`src/rtl/param_combo_lock_pkg.sv`:
```
// Shared types and 7-segment glyphs for the combination lock.
// Glyphs are active-low, bit order {g,f,e,d,c,b,a}.
package lock_pkg;

    typedef enum logic [2:0] {
        ENTRY   = 3'd0,
        OPEN    = 3'd1,
        CLOSED  = 3'd2,
        ERROR   = 3'd3,
        LOCKOUT = 3'd4,
        PROG    = 3'd5
    } lock_state_t;

    localparam int BCD_MAX = 9;

    localparam logic [6:0] SEG_0     = 7'h40;
    localparam logic [6:0] SEG_1     = 7'h79;
    localparam logic [6:0] SEG_2     = 7'h24;
    localparam logic [6:0] SEG_3     = 7'h30;
    localparam logic [6:0] SEG_4     = 7'h19;
    localparam logic [6:0] SEG_5     = 7'h12;
    localparam logic [6:0] SEG_6     = 7'h02;
    localparam logic [6:0] SEG_7     = 7'h78;
    localparam logic [6:0] SEG_8     = 7'h00;
    localparam logic [6:0] SEG_9     = 7'h10;
    localparam logic [6:0] SEG_O     = 7'h40;
    localparam logic [6:0] SEG_P     = 7'h0C;
    localparam logic [6:0] SEG_E     = 7'h06;
    localparam logic [6:0] SEG_N     = 7'h2B;
    localparam logic [6:0] SEG_C     = 7'h46;
    localparam logic [6:0] SEG_L     = 7'h47;
    localparam logic [6:0] SEG_S     = 7'h12;
    localparam logic [6:0] SEG_D     = 7'h21;
    localparam logic [6:0] SEG_R     = 7'h2F;
    localparam logic [6:0] SEG_U     = 7'h41;
    localparam logic [6:0] SEG_T     = 7'h07;
    localparam logic [6:0] SEG_G     = 7'h42;
    localparam logic [6:0] SEG_BLANK = 7'h7F;

    function automatic logic [6:0] bcd_glyph(input logic [3:0] d);
        case (d)
            4'd0:    bcd_glyph = SEG_0;
            4'd1:    bcd_glyph = SEG_1;
            4'd2:    bcd_glyph = SEG_2;
            4'd3:    bcd_glyph = SEG_3;
            4'd4:    bcd_glyph = SEG_4;
            4'd5:    bcd_glyph = SEG_5;
            4'd6:    bcd_glyph = SEG_6;
            4'd7:    bcd_glyph = SEG_7;
            4'd8:    bcd_glyph = SEG_8;
            4'd9:    bcd_glyph = SEG_9;
            default: bcd_glyph = SEG_BLANK;
        endcase
    endfunction

endpackage

```
`src/rtl/param_combo_lock_hex_msg.sv`:
```
// Maps lock state and last accepted digit to the six HEX message glyphs.
// Latency: combinational; the parent registers the result. No backpressure.
// Build option: none (PROG message is always decodable).
module lock_hex_msg
    import lock_pkg::*;
(
    input  lock_state_t state,
    input  logic [3:0]  digit,
    input  logic        digit_vld,
    output logic [6:0]  hex0,
    output logic [6:0]  hex1,
    output logic [6:0]  hex2,
    output logic [6:0]  hex3,
    output logic [6:0]  hex4,
    output logic [6:0]  hex5
);

    always_comb begin
        hex0 = SEG_BLANK;
        hex1 = SEG_BLANK;
        hex2 = SEG_BLANK;
        hex3 = SEG_BLANK;
        hex4 = SEG_BLANK;
        hex5 = SEG_BLANK;
        case (state)
            ENTRY: begin
                if (digit_vld) hex0 = bcd_glyph(digit);
            end
            OPEN: begin
                hex3 = SEG_O; hex2 = SEG_P; hex1 = SEG_E; hex0 = SEG_N;
            end
            CLOSED: begin
                hex5 = SEG_C; hex4 = SEG_L; hex3 = SEG_O;
                hex2 = SEG_S; hex1 = SEG_E; hex0 = SEG_D;
            end
            ERROR: begin
                hex4 = SEG_E; hex3 = SEG_R; hex2 = SEG_R;
                hex1 = SEG_O; hex0 = SEG_R;
            end
            LOCKOUT: begin
                hex5 = SEG_L; hex4 = SEG_O; hex3 = SEG_C;
                hex2 = SEG_O; hex1 = SEG_U; hex0 = SEG_T;
            end
            PROG: begin
                hex3 = SEG_P; hex2 = SEG_R; hex1 = SEG_O; hex0 = SEG_G;
            end
            default: ;
        endcase
    end

endmodule

```
`src/rtl/param_combo_lock.sv`:
```
// Digit-sequence combination lock with failed-entry lockout and HEX messages.
// Latency: every input event shows on the registered outputs 1 cycle after sampling; no backpressure.
// COMBO_LOCK_PROG_EN builds the PROG state that reloads the code from OPEN.
module param_combo_lock
    import lock_pkg::*;
#(
    parameter int NUM_DIGITS     = 6,
    parameter int DIGIT_W        = 4,
    parameter logic [NUM_DIGITS*DIGIT_W-1:0] DEFAULT_CODE = 24'h703262,
    parameter int MAX_TRIES      = 3,
    parameter int LOCKOUT_CYCLES = 1000
) (
    input  logic                              clk,
    input  logic                              rst,
    input  logic [DIGIT_W-1:0]                digit_in,
    input  logic                              digit_valid,
    input  logic                              clear,
    input  logic                              relock,
    input  logic                              prog,
    output logic                              is_open,
    output logic                              is_closed,
    output logic                              is_error,
    output logic                              locked_out,
    output logic [$clog2(NUM_DIGITS+1)-1:0]   digit_idx,
    output logic [$clog2(MAX_TRIES+1)-1:0]    fail_cnt,
    output logic [6:0]                        hex0,
    output logic [6:0]                        hex1,
    output logic [6:0]                        hex2,
    output logic [6:0]                        hex3,
    output logic [6:0]                        hex4,
    output logic [6:0]                        hex5
);

    localparam int CW = NUM_DIGITS * DIGIT_W;
    localparam int IW = $clog2(NUM_DIGITS + 1);
    localparam int FW = $clog2(MAX_TRIES + 1);
    localparam int TW = $clog2(LOCKOUT_CYCLES + 1);

    lock_state_t        state_q, state_d;
    logic [IW-1:0]      idx_q, idx_d;
    logic [FW-1:0]      fail_q, fail_d;
    logic               miss_q, miss_d;
    logic [TW-1:0]      timer_q, timer_d;
    logic [DIGIT_W-1:0] last_q, last_d;
    logic               last_vld_q, last_vld_d;
    logic [DIGIT_W-1:0] code_dig;
    logic               digit_bad;
    logic               last_slot;
    logic [6:0]         hex_d [6];

`ifdef COMBO_LOCK_PROG_EN
    logic [CW-1:0] code_q, code_d, shadow_q, shadow_d;
`else
    logic [CW-1:0] code_q;
    logic          prog_unused;
    assign code_q      = DEFAULT_CODE;
    assign prog_unused = prog;
`endif

    // Digit 0 lives in the most-significant slot of the code word.
    assign code_dig  = code_q[CW-1-int'(idx_q)*DIGIT_W -: DIGIT_W];
    assign digit_bad = int'(digit_in) > BCD_MAX;
    assign last_slot = idx_q == IW'(NUM_DIGITS - 1);

    always_comb begin
        state_d    = state_q;
        idx_d      = idx_q;
        fail_d     = fail_q;
        miss_d     = miss_q;
        timer_d    = timer_q;
        last_d     = last_q;
        last_vld_d = last_vld_q;
`ifdef COMBO_LOCK_PROG_EN
        code_d     = code_q;
        shadow_d   = shadow_q;
`endif
        case (state_q)
            ENTRY: begin
                if (clear) begin
                    idx_d      = '0;
                    miss_d     = 1'b0;
                    last_vld_d = 1'b0;
                end else if (digit_valid) begin
                    if (digit_bad) begin
                        state_d = ERROR;
                    end else begin
                        last_d     = digit_in;
                        last_vld_d = 1'b1;
                        if (last_slot) begin
                            idx_d  = '0;
                            miss_d = 1'b0;
                            if (!miss_q && digit_in == code_dig) begin
                                state_d = OPEN;
                                fail_d  = '0;
                            end else if (int'(fail_q) + 1 == MAX_TRIES) begin
                                state_d = LOCKOUT;
                                timer_d = TW'(LOCKOUT_CYCLES - 1);
                                fail_d  = fail_q + 1'b1;
                            end else begin
                                state_d = CLOSED;
                                fail_d  = fail_q + 1'b1;
                            end
                        end else begin
                            idx_d = idx_q + 1'b1;
                            if (digit_in != code_dig) miss_d = 1'b1;
                        end
                    end
                end
            end
            OPEN: begin
                if (relock) begin
                    state_d    = ENTRY;
                    idx_d      = '0;
                    miss_d     = 1'b0;
                    last_vld_d = 1'b0;
                end
`ifdef COMBO_LOCK_PROG_EN
                else if (prog) begin
                    state_d = PROG;
                    idx_d   = '0;
                end
`endif
            end
            CLOSED, ERROR: begin
                if (clear) begin
                    state_d    = ENTRY;
                    idx_d      = '0;
                    miss_d     = 1'b0;
                    last_vld_d = 1'b0;
                end
            end
            LOCKOUT: begin
                if (timer_q == '0) begin
                    state_d    = ENTRY;
                    fail_d     = '0;
                    idx_d      = '0;
                    miss_d     = 1'b0;
                    last_vld_d = 1'b0;
                end else begin
                    timer_d = timer_q - 1'b1;
                end
            end
`ifdef COMBO_LOCK_PROG_EN
            PROG: begin
                if (relock || (digit_valid && digit_bad)) begin
                    state_d = OPEN;
                    idx_d   = '0;
                end else if (digit_valid) begin
                    shadow_d[CW-1-int'(idx_q)*DIGIT_W -: DIGIT_W] = digit_in;
                    if (last_slot) begin
                        code_d  = shadow_d;
                        state_d = OPEN;
                        idx_d   = '0;
                    end else begin
                        idx_d = idx_q + 1'b1;
                    end
                end
            end
`endif
            default: state_d = ENTRY;
        endcase
    end

    lock_hex_msg u_hex_msg (
        .state     (state_d),
        .digit     (4'(last_d)),
        .digit_vld (last_vld_d),
        .hex0      (hex_d[0]),
        .hex1      (hex_d[1]),
        .hex2      (hex_d[2]),
        .hex3      (hex_d[3]),
        .hex4      (hex_d[4]),
        .hex5      (hex_d[5])
    );

    // Status and HEX registers are loaded from next-state values so they line up with state_q.
    always_ff @(posedge clk) begin
        if (rst) begin
            state_q    <= ENTRY;
            idx_q      <= '0;
            fail_q     <= '0;
            miss_q     <= 1'b0;
            timer_q    <= '0;
            last_q     <= '0;
            last_vld_q <= 1'b0;
            is_open    <= 1'b0;
            is_closed  <= 1'b0;
            is_error   <= 1'b0;
            locked_out <= 1'b0;
            hex0       <= SEG_BLANK;
            hex1       <= SEG_BLANK;
            hex2       <= SEG_BLANK;
            hex3       <= SEG_BLANK;
            hex4       <= SEG_BLANK;
            hex5       <= SEG_BLANK;
`ifdef COMBO_LOCK_PROG_EN
            code_q     <= DEFAULT_CODE;
            shadow_q   <= '0;
`endif
        end else begin
            state_q    <= state_d;
            idx_q      <= idx_d;
            fail_q     <= fail_d;
            miss_q     <= miss_d;
            timer_q    <= timer_d;
            last_q     <= last_d;
            last_vld_q <= last_vld_d;
            is_open    <= state_d == OPEN;
            is_closed  <= state_d == CLOSED;
            is_error   <= state_d == ERROR;
            locked_out <= state_d == LOCKOUT;
            hex0       <= hex_d[0];
            hex1       <= hex_d[1];
            hex2       <= hex_d[2];
            hex3       <= hex_d[3];
            hex4       <= hex_d[4];
            hex5       <= hex_d[5];
`ifdef COMBO_LOCK_PROG_EN
            code_q     <= code_d;
            shadow_q   <= shadow_d;
`endif
        end
    end

    assign digit_idx = idx_q;
    assign fail_cnt  = fail_q;

endmodule

```
`config.mk`:
```
export PLATFORM = sky130hd
export DESIGN_NAME = param_combo_lock
export DESIGN_NICKNAME = d
export VERILOG_FILES = /design/src/rtl/param_combo_lock_pkg.sv /design/src/rtl/param_combo_lock_hex_msg.sv /design/src/rtl/param_combo_lock.sv
export SDC_FILE = /design/constraint.sdc
export NUM_CORES = 1
export LEC_CHECK = 0
export CORE_AREA = 2 2 79 81
export CTS_BUF_LIST = sky130_fd_sc_hd__clkbuf_4 sky130_fd_sc_hd__clkbuf_8
export DETAILED_ROUTE_END_ITERATION = 6
export DIE_AREA = 0 0 81 83
export GPL_TIMING_DRIVEN = 0
export PLACE_DENSITY = 0.86
export SYNTH_ARGS = -nofsm -noshare
export SYNTH_HDL_FRONTEND = slang
export SYNTH_HIERARCHICAL = 1
export SYNTH_SLANG_ARGS = --single-unit
```
`constraint.sdc`:
```
create_clock -name clk -period 6.05 [get_ports clk]
set_input_delay 1.21 -clock clk [delete_from_list [all_inputs] [get_ports clk]]
set_output_delay 1.21 -clock clk [all_outputs]
set_load 0.01 [all_outputs]
```
==> reports/metrics.yaml <==
clk_pin_slew_ns: 0.07
post_cts_resized: 0
io_buffers: 58
avgViaCountPerCell: 5.57
whs_ns: 0.481
setup-violations-final: 0
cap_violations: 0
async_flop_share: 0
gp_congestion: 0.848
synth_top_area_frac: 0.419
cts_tree: "done"
max_freq_ghz: 0.239
worst_pin_slew_ns: 0.628
synth_fa_ha_area_frac: 0.0299
design.core.area_sq_mm: 0.00582
p_leak_nw: 1.69
ys_ff_latch: 70
grt_max_degree: 13
layout_commonest_cell: "dfxtp_1"
wl_per_cell_um: 14.4
end_kind: "register"
cts_setup_buffers: 0
yosys_warnings: 6
hold_class: "reg -> reg"
cts.path.max_buffers: 2
rr_startpoint: "digit_idx[2]"
grt_first_pass_wirelength_mm: 12.4
root_buffer: "clkbuf_8"
finalCritPeriodShare: 0.691
die_w_um: 81
grt_antenna_before_repair: 0
rows: 28
diodes: 0
timing.final.crit_period_ns: 4.18
most-common-layout-cells: "dfxtp_1 (70), clkdlybuf4s50_1 (58), or2_2 (45), nand2_1 (28), nor2_1 (24)"
cp-start-kind: "primary input"
peakVddDrop_mv: 0.167
overflow: 0
synth_edf_count: 0
htree_num_levels: 3
rsz0062_at_grt: "no"
worstSetupPathType: "in -> reg"
dieArea_sq_mm: 0.00672
crit_start: "digit_in[2]"
synth-compound-area-share: 0.165
route.detailed.drc: 0
wl_met2_mm: 3.79
cp.arrival_ns: 4.42
syn_area_per_cell_sq_um: 8.90
total_power_w: 0.000986
synthXorXnorAreaFrac: 0.0105
drt_wl_total_mm: 7.60
top_layer: "met4"
fin_nets: 465
crit_required_ns: 6.29
slew_headroom: 0.581
cts_buffers: 9
yosys-top-cells-area: "dfxtp_1 (42%), or2_2 (8.4%), buf_4 (4.3%)"
synth_top_cell_by_area: "dfxtp_1"
firstDrtPassIters: 5
tns_ns: 0
grt_pass1_vias: 2708
ios: 61
yosysUniqueCellTypes: 64
clk_latency_ns: 0.35
netlist_instances: 376
grt_usage: 0.238
status: "complete, no violations"
hp-start: "fail_cnt[1]"
drive_above_1_share: 0.228
chipHeight_um: 83
synth-simple-area-share: 0.280
synth_top_family_by_area: "simple AND/OR/NAND/NOR gates"
vias: 2930
place_hpwl_mm: 5.50
cts.sinks: 70
start_util: 0.576
final_max_slew_viol_count: 0
hold_viol_final: 0
m1WireLength_mm: 3.21
cts_hold_buf: 0
yosys_most_used_dff: "dfxtp_1"
synth_mux_area_frac: 0.0217
drtAntennaViolNets: 0
power.density_mw_per_mm2: 234
area_growth_syn_to_layout_pct: 26.0
synth_area_sq_mm: 0.00335
finClkSkew_ns: 0.00648
seq_area_frac_synth: 0.419
drt_iter0_drc: 266
dr_wl_met3_um: 451
cp_max_fo: 10
## layout make-up
class,count,area [sq um]
multi-input cells,263,1710
fillers,449,1600
flip-flops and latches,70,1400
repair buffers,58,581
plain buffers,30,189
clock buffers,9,124
well taps,75,93.8
clock inverters,6,63.8
inverters,15,56.3
## sequential cells by signal, indices dropped and copies added, names as in the netlist, 4 cells and up
register	count
hex2	7
timer_q	10
hex1	7
last_q	4
hex0	7
hex3	7
hex4	7
hex5	7
## cell families (layout without fill, tap and decap cells)
group / Yosys count / count (layout)
fa+ha+maj: 8 / 8
simple gates: 165 / 165
xor+xnor: 4 / 4
flops: 70 / 70
buf+inv: 45 / 118
compound gates: 76 / 76
other cells: 1 / 3
mux: 7 / 7
## final timing paths
kind / slack (ns) / endpoint / cells after the start
worst max-delay path: 1.87 / hex2[6] / 12
worst min-delay path: 0.48 / fail_cnt[1] / 2
worst max register to register: 2.39 / hex2[5] / 12
worst min register to register: 0.48 / fail_cnt[1] / 2
## Yosys cell counts, types with 2 or more instances
cell,number
o2111a_1,4
o2111ai_1,2
and2b_1,2
nand2_1,28
o21bai_1,2
o211a_1,2
inv_1,15
buf_4,19
a21o_1,3
a31o_2,2
a2111oi_0,2
or2_2,45
mux2i_1,5
o21ai_0,14
and2_1,8
nor2_1,24
o21ai_1,2
ha_1,8
nor4_1,7
nand2b_1,5
nor3_1,13
or4_1,2
mux2_2,2
o21a_1,7
nand3_1,8
clkbuf_1,7
xor2_1,3
or3_1,5
dfxtp_1,70
buf_2,4
or3_2,2
a211oi_1,4
a21oi_1,19
## per-layer routing
metal,track usage,up-vias
met2,0.382,98
met3,0.0467,16
li1,-,1441
met4,0.100,0
met5,0,-
met1,0.308,1375
## worst max-delay path, stage by stage
cell	delay, ns
clkdlybuf4s50_1	0.57
nor3_1	0.07
nor3_1	0.25
o221ai_2	0.27
or2_2	0.42
a21oi_1	0.39
inv_1	0.25
buf_4	0.23
nand2_1	0.15
o21ai_0	0.18
buf_4	0.17
or2_2	0.26
## stage by stage
stage / area [sq um] / std cells / worst slack (ns) / util
floorplan: 3350 / 378 / 2.58 / -
detailed placement: 4030 / 511 / 1.56 / 0.693
CTS: 4220 / 526 / 1.91 / 0.725
global placement: 4030 / 511 / 1.67 / 0.693
global route: 4220 / 526 / 1.64 / 0.725
finish: 4220 / 526 / 1.87 / 0.725
## power by group
| group | switching, W | internal, W | total, W |
|---|---|---|---|
| clock | 0.000172 | 0.000187 | 0.000359 |
| sequential | 0.00000691 | 0.000478 | 0.000485 |
| combinational | 0.0000701 | 0.0000718 | 0.000142 |
(Power assumes the default switching activity.)
